===== config.mk =====
export PLATFORM = sky130hd
export DESIGN_NAME = gen_sequencer
export DESIGN_NICKNAME = d
export VERILOG_FILES = /design/src/rtl/gen_pkg.sv /design/src/rtl/gen_sequencer_tick_prescaler.sv /design/src/rtl/gen_sequencer.sv
export SDC_FILE = /design/constraint.sdc
export NUM_CORES = 1
export LEC_CHECK = 0
export BUFFER_PORTS_ARGS = -buffer_cell sky130_fd_sc_hd__buf_2
export CAP_MARGIN = 20
export CORE_MARGIN = 2
export CORE_UTILIZATION = 40
export DETAILED_ROUTE_END_ITERATION = 10
export GPL_ROUTABILITY_DRIVEN = 0
export MAX_ROUTING_LAYER = met4
export PLACE_DENSITY = 0.71
export SYNTH_ARGS = -nofsm -noshare
export SYNTH_HDL_FRONTEND = slang
export SYNTH_SLANG_ARGS = --single-unit

===== constraint.sdc =====
create_clock -name clk -period 3.65 [get_ports clk]
set_clock_uncertainty 0.05 [all_clocks]
set_input_delay 0.73 -clock clk [delete_from_list [all_inputs] [get_ports clk]]
set_output_delay 0.73 -clock clk [all_outputs]
set_load 0.005 [all_outputs]

===== src/rtl/gen_pkg.sv =====
`default_nettype none
// ============================================================================
//  Module      : gen_pkg
//  Description : Shared types and constants for the generator sequencer
//                and its helpers.
//  Revision    : 1.0 - initial release
// ============================================================================
package gen_pkg;

    // Sequencer states
    typedef enum logic [1:0] {
        ST_IDLE  = 2'd0,
        ST_RUN   = 2'd1,
        ST_WAIT  = 2'd2,
        ST_FAULT = 2'd3
    } state_t;

    // Source select encoding
    localparam logic c_SEL_FIB = 1'b0;
    localparam logic c_SEL_TIM = 1'b1;

    // Default generator datapath width
    localparam int c_DATA_W = 16;

endpackage : gen_pkg
`default_nettype wire


===== src/rtl/gen_sequencer_tick_prescaler.sv =====
`default_nettype none
// ============================================================================
//  Module      : tick_prescaler
//  Description : Free-running divider producing a one-cycle tick every
//                TICK_DIV clocks while run is high; held at zero otherwise.
//  Revision    : 1.0 - initial release
// ============================================================================
module tick_prescaler #(
    parameter int unsigned TICK_DIV = 5000000
) (
    input  logic clk,
    input  logic rst,      // asynchronous, active-low
    input  logic clear,
    input  logic run,
    output logic tick
);

    localparam logic [31:0] c_LAST = 32'(TICK_DIV - 1);

    logic [31:0] r_count;

    // Divider count: restarts on clear, parks at zero when not running
    always_ff @(posedge clk or negedge rst) begin
        if (!rst) begin
            r_count <= 32'd0;
        end else if (clear || !run) begin
            r_count <= 32'd0;
        end else if (r_count == c_LAST) begin
            r_count <= 32'd0;
        end else begin
            r_count <= r_count + 32'd1;
        end
    end

    assign tick = run && (r_count == c_LAST);

endmodule : tick_prescaler
`default_nettype wire


===== src/rtl/gen_sequencer.sv =====
`default_nettype none
// ============================================================================
//  Module      : gen_sequencer
//  Description : Steps the fibonacci or timer generator on a slow tick,
//                captures the selected source's response onto one display
//                bus, and flags missing responses and fibonacci wrap.
//  Revision    : 1.0 - initial release
// ============================================================================
module gen_sequencer
    import gen_pkg::*;
#(
    parameter int unsigned TICK_DIV = 5000000,
    parameter int unsigned TIMEOUT  = 8,
    parameter int          DATA_W   = c_DATA_W
) (
    input  logic              clk,
    input  logic              rst,        // asynchronous, active-low
    input  logic              start,
    input  logic              stop,
    input  logic              sel,
    input  logic              fib_valid,
    input  logic [DATA_W-1:0] fib_data,
    input  logic              tim_valid,
    input  logic [DATA_W-1:0] tim_data,
    output logic              fib_en,
    output logic              tim_en,
    output logic [DATA_W-1:0] data_out,
    output logic              data_valid,
    output logic              active_sel,
    output logic              busy,
    output logic              error,
    output logic              wrap
);

    localparam logic [7:0] c_TO_LAST = 8'(TIMEOUT - 1);

    state_t              r_state;
    state_t              w_next_state;
    logic [7:0]          r_to_cnt;
    logic [7:0]          w_to_cnt_nxt;
    logic                r_fib_en;
    logic                r_tim_en;
    logic [DATA_W-1:0]   r_data_out;
    logic                r_data_valid;
    logic                r_active_sel;
    logic                r_busy;
    logic                r_error;
    logic                r_wrap;
    logic [DATA_W-1:0]   r_prev;
    logic                r_have_prev;

    logic                w_tick;
    logic                w_run;
    logic                w_accept;
    logic                w_capture;
    logic                w_fib_en;
    logic                w_tim_en;
    logic                w_act_valid;
    logic [DATA_W-1:0]   w_act_data;

    assign w_run       = (r_state == ST_RUN) || (r_state == ST_WAIT);
    assign w_act_valid = (r_active_sel == c_SEL_TIM) ? tim_valid : fib_valid;
    assign w_act_data  = (r_active_sel == c_SEL_TIM) ? tim_data  : fib_data;

    tick_prescaler #(
        .TICK_DIV (TICK_DIV)
    ) u_prescaler (
        .clk   (clk),
        .rst   (rst),
        .clear (w_accept),
        .run   (w_run),
        .tick  (w_tick)
    );

    // Next-state, enable request and capture decisions
    always_comb begin
        w_next_state = r_state;
        w_to_cnt_nxt = r_to_cnt;
        w_accept     = 1'b0;
        w_capture    = 1'b0;
        w_fib_en     = 1'b0;
        w_tim_en     = 1'b0;
        case (r_state)
            ST_IDLE: begin
                // stop has priority over start
                if (start && !stop) begin
                    w_next_state = ST_RUN;
                    w_accept     = 1'b1;
                end
            end
            ST_RUN: begin
                if (stop) begin
                    w_next_state = ST_IDLE;
                end else if (w_tick) begin
                    w_next_state = ST_WAIT;
                    w_to_cnt_nxt = 8'd0;
                    w_fib_en     = (r_active_sel == c_SEL_FIB);
                    w_tim_en     = (r_active_sel == c_SEL_TIM);
                end
            end
            ST_WAIT: begin
                // A response arriving with stop is still captured
                if (w_act_valid) begin
                    w_capture    = 1'b1;
                    w_next_state = stop ? ST_IDLE : ST_RUN;
                end else if (stop) begin
                    w_next_state = ST_IDLE;
                end else if (r_to_cnt == c_TO_LAST) begin
                    w_next_state = ST_FAULT;
                end else begin
                    w_to_cnt_nxt = r_to_cnt + 8'd1;
                end
            end
            ST_FAULT: begin
                if (stop) begin
                    w_next_state = ST_IDLE;
                end
            end
            default: begin
                w_next_state = ST_IDLE;
            end
        endcase
    end

    // State, registered outputs, capture and wrap tracking
    always_ff @(posedge clk or negedge rst) begin
        if (!rst) begin
            r_state      <= ST_IDLE;
            r_to_cnt     <= 8'd0;
            r_fib_en     <= 1'b0;
            r_tim_en     <= 1'b0;
            r_data_out   <= '0;
            r_data_valid <= 1'b0;
            r_active_sel <= 1'b0;
            r_busy       <= 1'b0;
            r_error      <= 1'b0;
            r_wrap       <= 1'b0;
            r_prev       <= '0;
            r_have_prev  <= 1'b0;
        end else begin
            r_state      <= w_next_state;
            r_to_cnt     <= w_to_cnt_nxt;
            r_fib_en     <= w_fib_en;
            r_tim_en     <= w_tim_en;
            r_data_valid <= w_capture;
            r_busy       <= (w_next_state == ST_RUN) || (w_next_state == ST_WAIT);
            r_error      <= (w_next_state == ST_FAULT);
            if (w_accept) begin
                r_active_sel <= sel;
                r_wrap       <= 1'b0;
                r_have_prev  <= 1'b0;
            end
            if (w_capture) begin
                r_data_out <= w_act_data;
                // Wrap only tracks the fibonacci source; first capture seeds r_prev
                if (r_active_sel == c_SEL_FIB) begin
                    if (r_have_prev && (w_act_data < r_prev)) begin
                        r_wrap <= 1'b1;
                    end
                    r_prev      <= w_act_data;
                    r_have_prev <= 1'b1;
                end
            end
        end
    end

    assign fib_en     = r_fib_en;
    assign tim_en     = r_tim_en;
    assign data_out   = r_data_out;
    assign data_valid = r_data_valid;
    assign active_sel = r_active_sel;
    assign busy       = r_busy;
    assign error      = r_error;
    assign wrap       = r_wrap;

endmodule : gen_sequencer
`default_nettype wire


==> results.md, run 1 <==
- The layout overhead on the synthesized area is 15.4%.
- Static timing analysis puts the maximum clock frequency at 374 MHz.
- The placed instance count is 597.
- The total number of placement rows is 38.
- The clock reaches the later pin of the worst-skew pair after 0.35 ns.
- For this run, design rule violations remaining after detail routing come to 0.
- The cell count after synthesis came out at 408.
- The worst reg-to-reg path cell count is 3.
- Clock tree synthesis found a total of 82 sinks.
- The final setup violation count is 0.
- For this run, the number of Yosys warnings is 0.
- The part of the power in the clock network is 0.317.
- For this configuration, the core starts out at a cell density of 0.406.
- The worst-case vdd ir drop is 230 uV.
- The delay of the slowest cell on the worst path is 0.94 ns.
- TritonCTS built the clock tree.
- The multi-input combinational cells in the finished layout cover a total of 0.00214 mm2.
- Along the worst path, the maximum fanout reaches 22.
- The starting DRC count in detailed routing is 205.
- The critical path required time is 3.83 ns.
- Buffers inserted to repair hold after CTS numbered 0.
- The critical path's top delay family is flip-flops.
- The type of the worst setup path is reg -> reg.
- The detail route stage leaves a number of antenna-violating nets equal to 0.
- The number of global-route vias before repair is 3128.
- After synthesis the netlist holds a flip-flop and latch count of 82.
- In this run, CTS created clock tree buffers numbering 9.
- 0 antenna diodes ended up in the layout.
- Of the cells placed in the final design, the portion with a size suffix greater than 1 is 0.287.
- The total internal power is 1600 uW.
- Together, buffers and inverters on the worst path number 0.
- The maximum level of the CTS H-tree is 3.
- The total number of cells along the worst setup path is 3.
- The post-synthesis async set-or-reset flop share is 1.00.
- For flop-to-flop paths, the worst setup slack is 0.98 ns.
- The most frequently used flop master after synthesis is dfrtp_1.
- The share of the synthesized area in the top cell type is 0.470.
- The horizontal die dimension is 109 um.
- The die height is 109 um.
- The floorplan core area is 0.0107 mm2.
- Of the total power, the share spent switching nets is 0.297.
- The share of the Yosys chip area taken by registers is 0.470.
- Excluding fillers, the count of instances in the completed layout stands at 614.
- The dominant cell type by area after synthesis is dfrtp_1.
- The clock period minus worst slack is 2.67 ns.
- The first global-routing pass estimated 14100 um of wire.
- Ranked by total cell area, the synthesized netlist is headed by dfrtp_1 (47%), mux2_2 (12%), ha_1 (6.6%), xor2_1 (4.4%), nor2_1 (3.6%).
- The count of distinct cell types in the synthesized netlist is 51.
- The library cell contributing the largest single delay on the critical path is dfrtp_1.
- The number of detailed-route iterations in the first pass is 4.
- After clock tree synthesis, the repair step resized 0 gates.
- The netlist area before placement is 0.00437 mm2.
- The static leakage is 0.00238 uW.
- The cell at the root of the clock tree is clkbuf_8.
- Buffers placed on the I/O ports in this run total 61.
- The worst setup path is launched from a flop.
- The number of enable flip-flop cells after synthesis is 0.
- The pin count of the biggest net entering global routing is 83.
- The number of maximum-capacitance constraint violations is 0.
- Yosys instantiated no cell more often than dfrtp_1.
- Data arrives at the worst endpoint at 2.85 ns.
- The initial antenna violation count was 0.
- Headroom to the max-slew limit came out at 0.393.
- The area of the die is 0.0118 mm2.
- Of the total power, registers draw 0.451.
- The total via count after detailed routing is 3214.
- The relative contribution of combinational cells to total power is 0.232.
- The post-CTS setup-driven buffer insertion count is 0.
- The final-report max-slew violation count is 0.
- Of the available clock period, the critical path in the final layout requires 0.732.
- Summed over all layers, the global routing overflow is 0.
- The maximum buffer depth of the clock tree is 2.
- After clock tree synthesis, the clock-pin slew on the worst setup and hold paths is 0.09 ns.
- The startpoint identified for the worst register-to-register timing path is active_sel$_DFFE_PN0P_.
- Summed over all nets, the switching power comes to 674 uW.
- The final layout contains routed wiring with a total length of 8460 um.
- Setup repair after global routing left no endpoint under its margin.
- The transition time at the pin with the least slew margin is 0.910 ns.
- The HPWL after detailed placement is 5950 um.
- The average cell area after synthesis is 10.7 um2.
- STA classifies the critical path endpoint as a flop.
- Dividing total power by cell area gives a power density of 450 mW/mm2.
- The sequential cells in the finished layout cover a total of 0.00205 mm2.
- The share of the core filled with cells in the final layout is 0.469.
- Ranked by instance count, the synthesized netlist is headed by dfrtp_1 (82), mux2_2 (47), nor2_1 (42).
- The count of pins on the block boundary is 62.
- The routed length per instance is 13.8 um.
- The ratio of routed vias to standard cells is 5.23.
- The worst flop-to-flop path endpoint is data_out[12]$_DFFE_PN0P_.
- The design draws 2270 uW.
- In this run the worst hold path is classified as in -> async.
- The flow ran to the end, and the final reports show no timing, DRC or antenna violations.
- The critical path goes through mux2i_1 > nand2b_1 > mux2_2.
- For the final routed database, the setup TNS stands at 0 ns.
- The fill cell instance count of the final layout is 992.
- Synthesis produced a netlist with a net count of 470.
- The number of nets in the finished design is 531.
- The global router's overall resource usage is 0.153.
- The final count of hold timing violations came to 0.
==> how the worst max path moves through the flow <==
stage	start	end	slack [ns]
final	active_sel$_DFFE_PN0P_	data_out[12]$_DFFE_PN0P_	0.98
after global routing	active_sel$_DFFE_PN0P_	data_out[12]$_DFFE_PN0P_	0.81
after CTS	active_sel$_DFFE_PN0P_	data_out[8]$_DFFE_PN0P_	0.98
after detailed placement	active_sel$_DFFE_PN0P_	data_out[14]$_DFFE_PN0P_	0.99
after global placement	active_sel$_DFFE_PN0P_	data_out[13]$_DFFE_PN0P_	1.07
after floorplan	active_sel$_DFFE_PN0P_	wrap$_DFF_PN0_	1.09
==> cell type report <==
cell class                 count  share of cell area
inverter                      25              0.0186
clock inverter                 6              0.0159
timing repair buffer          66              0.0725
sequential                    82               0.407
multi-input combinational    285               0.424
clock buffer                  10              0.0273
tap                          140              0.0347
==> power by group through the flow <==
stage / Sequential, uW / Combinational, uW / Clock (uW)
3_5_place_dp: 1040 / 525 / 0
4_1_cts: 1020 / 526 / 735
6_report: 1020 / 526 / 719
3_3_place_gp: 1030 / 504 / 0
2_1_floorplan: 999 / 426 / 0
5_1_grt: 1030 / 600 / 780
==> cells by family (layout without fill, tap and decap cells) <==
family,after synthesis,after routing,share of synthesized area
AO/OA/AOI/OAI,42,42,0.0676
buffers and inverters,41,107,0.0407
multiplexers,50,50,0.128
AND/OR/NAND/NOR,141,141,0.170
XOR/XNOR,29,29,0.0581
adder cells (fa/ha/maj),23,23,0.0659
flip-flops,82,82,0.470
==> through the flow <==
| step | hold WS (ns) | setup slack, ns | cell area, um2 |
|---|---|---|---|
| floorplan | 0.384 | 1.09 | 4370 |
| global placement | 0.406 | 1.07 | 4800 |
| finish | 0.215 | 0.978 | 5040 |
| detailed placement | 0.419 | 0.987 | 4800 |
| global route | 0.220 | 0.809 | 5040 |
| CTS | 0.435 | 0.982 | 5010 |
==> metal layers <==
layer	track usage	routed length, um	vias up
met5	-	0	-
met4	0.0504	106	0
met3	0.0259	304	9
met2	0.253	4160	68
met1	0.192	3890	1572
li1	-	-	1565
==> sequential cells by signal (all words and copies together) (netlist names) <==
| signal | flops |
|---|---|
| busy | 1 |
| wrap | 1 |
| data_valid | 1 |
| active_sel | 1 |
| error | 1 |
| data_out | 16 |
| u_prescaler.r_count | 32 |
| r_prev | 16 |
| fib_en | 1 |
| r_to_cnt | 8 |
| tim_en | 1 |
| r_have_prev | 1 |
| r_state | 2 |
==> layout by cell type (no fill, tap or decap), types with 10 or more instances in the layout <==
| cell type | instances |
|---|---|
| inv_1 | 25 |
| nand4_1 | 18 |
| xor2_1 | 22 |
| clkbuf_8 | 10 |
| nand2_1 | 22 |
| dfrtp_1 | 82 |
| ha_1 | 23 |
| buf_2 | 60 |
| a21oi_1 | 10 |
| nor2_1 | 42 |
| mux2_2 | 47 |
| nand3_1 | 22 |
No activity file was read; power rests on OpenSTA's default activity.
==> run 2, diff against run 1 <==
--- a/config.mk
+++ b/config.mk
@@ -12,7 +12,7 @@
 export DETAILED_ROUTE_END_ITERATION = 10
 export GPL_ROUTABILITY_DRIVEN = 0
 export MAX_ROUTING_LAYER = met4
-export PLACE_DENSITY = 0.71
+export PLACE_DENSITY = 0.73
 export SYNTH_ARGS = -nofsm -noshare
 export SYNTH_HDL_FRONTEND = slang
 export SYNTH_SLANG_ARGS = --single-unit
==> constraint.sdc (replaced) <==
create_clock -name clk -period 2.4 [get_ports clk]
set_clock_uncertainty 0.05 [all_clocks]
set_input_delay 0.48 -clock clk [delete_from_list [all_inputs] [get_ports clk]]
set_output_delay 0.48 -clock clk [all_outputs]
set_load 0.005 [all_outputs]
==> results.md, run 2 (synthesis gave the netlist of run 1 again) <==
- The share of post-route cells with drive strength above 1 is 0.313.
- For the pin with the worst max-slew slack, the measured transition is 0.500 ns.
- In this run the power density over the cells is 680 mW/mm2.
- The quantity of gates resized following cts is 0.
- The leading cell type in the layout, fill and taps excluded is dfrtp_1.
- The number of global-route vias before repair is 3243.
- Of all nets on the critical path, the largest fanout is 2.
- STA classifies the critical path startpoint as a flop.
- Compared with the post-synthesis result, the final layout area differs by 19.3%.
- Port buffering added 61 buffers.
- The final antenna diode count is 0.
- The number of nets in the finished design is 550.
- The class of the tightest hold or removal check is in -> async.
- At the end of the flow the core is filled with cells to 0.485.
- Data on the critical path is required at its endpoint by 2.59 ns.
- The floorplan step set the die width to 109 um.
- The maximum level of the CTS H-tree is 3.
- In this run the standard cell core region covers 0.0107 mm2.
- In this run the clock root is driven by a clkbuf_8.
- Derived from the worst setup path, the maximum achievable clock frequency is 431 MHz.
- The type of the worst setup path is reg -> reg.
- The register with the most flip-flops in the final layout is u_prescaler.r_count.
- The final count of hold timing violations was 0.
- The count of pins on the block boundary is 62.
- The die covers 0.0118 mm2.
- The final setup violation count is 0.
- For this configuration, the core starts out at a cell density of 0.406.
- The worst reg-to-reg path cell count is 6.
- The routed wire length is 8740 um.
- Leaving out fill and tap cells, the most frequent cells in the layout are dfrtp_1 (82), buf_2 (60), mux2_2 (47).
- Before antenna repair, the detailed router went through 4 iterations.
- The number of antenna-violating nets in the routed design is 0.
- In the final routed layout, each cell accounts on average for 13.8 um.
- The tool flagged a number of max-cap violations equal to 0.
- After legalization and detailed placement, the total HPWL measured 6400 um.
- The number of buffers inserted during clock tree synthesis is 9.
- The latest clock arrival within the worst-skew pair is 0.35 ns.
- The floorplan step set the die height to 109 um.
- The worst setup path is captured at a flop.
- The wire length of the first global-routing pass is 14400 um.
- The global router's overall resource usage is 0.156.
- The number of clock sinks is 82.
- The clock period minus worst slack is 2.32 ns.
- The endpoint arrival time on the critical path is 2.51 ns.
- The ratio of routed vias to standard cells is 5.19.
- After detailed routing, the number of remaining DRC violations is 0.
- Entering global routing, the biggest net connects 52 pins.
- The static leakage is 0.00248 uW.
- The final-report max-slew violation count was 0.
- The initialized floorplan defines 38 standard-cell rows.
- Summed over all layers, the global routing overflow is 0.
- The register with the most flip-flops in the layout has 32 of them.
- Setup repair after global routing left no endpoint under its margin.
- The starting DRC count in detailed routing is 176.
- The clock passes through at most 2 buffers.
- The final period utilization is 0.967.
- In this run the tightest slew margin relative to its limit is 0.665.
- The initial antenna violation count is 0.
- The worst-case vdd ir drop is 280 uV.
- Summing over every cut layer, the via total after detailed routing is 3282.
- Adding up every negative setup slack in the final design gives 0 ns.
- TritonCTS built the clock tree.
- The clock-pin transition on the worst setup and hold timing paths is 0.09 ns.
- The run finished with clean final reports.
==> run 2: critical path, stage by stage (launching register included) <==
cell and delay, ns:
dfrtp_1 0.38, or4_4 0.54, nor4_4 0.30, nand4_1 0.16
a211o_1 0.28, a22o_1 0.22, ha_1 0.28
==> run 2: report_power, final <==
part           switching, uW  internal (uW)  leakage, uW
combinational            502            418      0.00125
sequential              46.2           1450      0.00112
clock                    490            640     0.000116
total                   1040           2510      0.00248
==> run 2: area by class of cell <==
cell class,count,area (um2)
Inverter,25,93.8
Clock buffer,11,151
Multi-Input combinational cell,285,2140
Timing Repair Buffer,85,526
Fill cell,1004,5540
Tap cell,140,175
Clock inverter,4,73.8
Sequential cell,82,2050
==> run 2: stage by stage <==
step	hold WS (ns)	cell area (um2)	cells	power [uW]	setup slack, ns
finish	0.00450	5210	632	3540	0.0790
global route	0.0191	5210	632	3740	0.00936
CTS	0.00811	5200	631	3580	0.0132
detailed placement	0.400	4980	616	2440	0.0272
global placement	0.393	4980	616	2410	0.0718
floorplan	0.134	4370	408	2170	0.0252
==> run 2: what timing repair did <==
action | 4_1_cts | 5_1_grt
hold buffers | 0 | 0
setup buffers | 0 | 1
setup endpoints to repair | 0 | 3
==> run 2: path summary, 6_finish.rpt <==
path | startpoint | end | slack (ns)
max in group asynchronous | rst | u_prescaler.r_count[4]$_DFF_PN0_ | 1.67
min reg2reg | r_have_prev$_DFF_PN0_ | r_have_prev$_DFF_PN0_ | 0.43
max reg2reg | u_prescaler.r_count[27]$_DFF_PN0_ | busy$_DFF_PN0_ | 0.08
min in group clk | stop | fib_en$_DFF_PN0_ | 0.31
min | rst | data_out[1]$_DFFE_PN0P_ | 0.004
max | u_prescaler.r_count[27]$_DFF_PN0_ | busy$_DFF_PN0_ | 0.08
==> run 2: routing by layer <==
metal	track usage	up-vias	routed length [um]
met4	0.0540	0	137
met2	0.265	54	4540
li1	-	1604	-
met3	0.0283	13	268
met5	-	-	0
met1	0.187	1611	3800
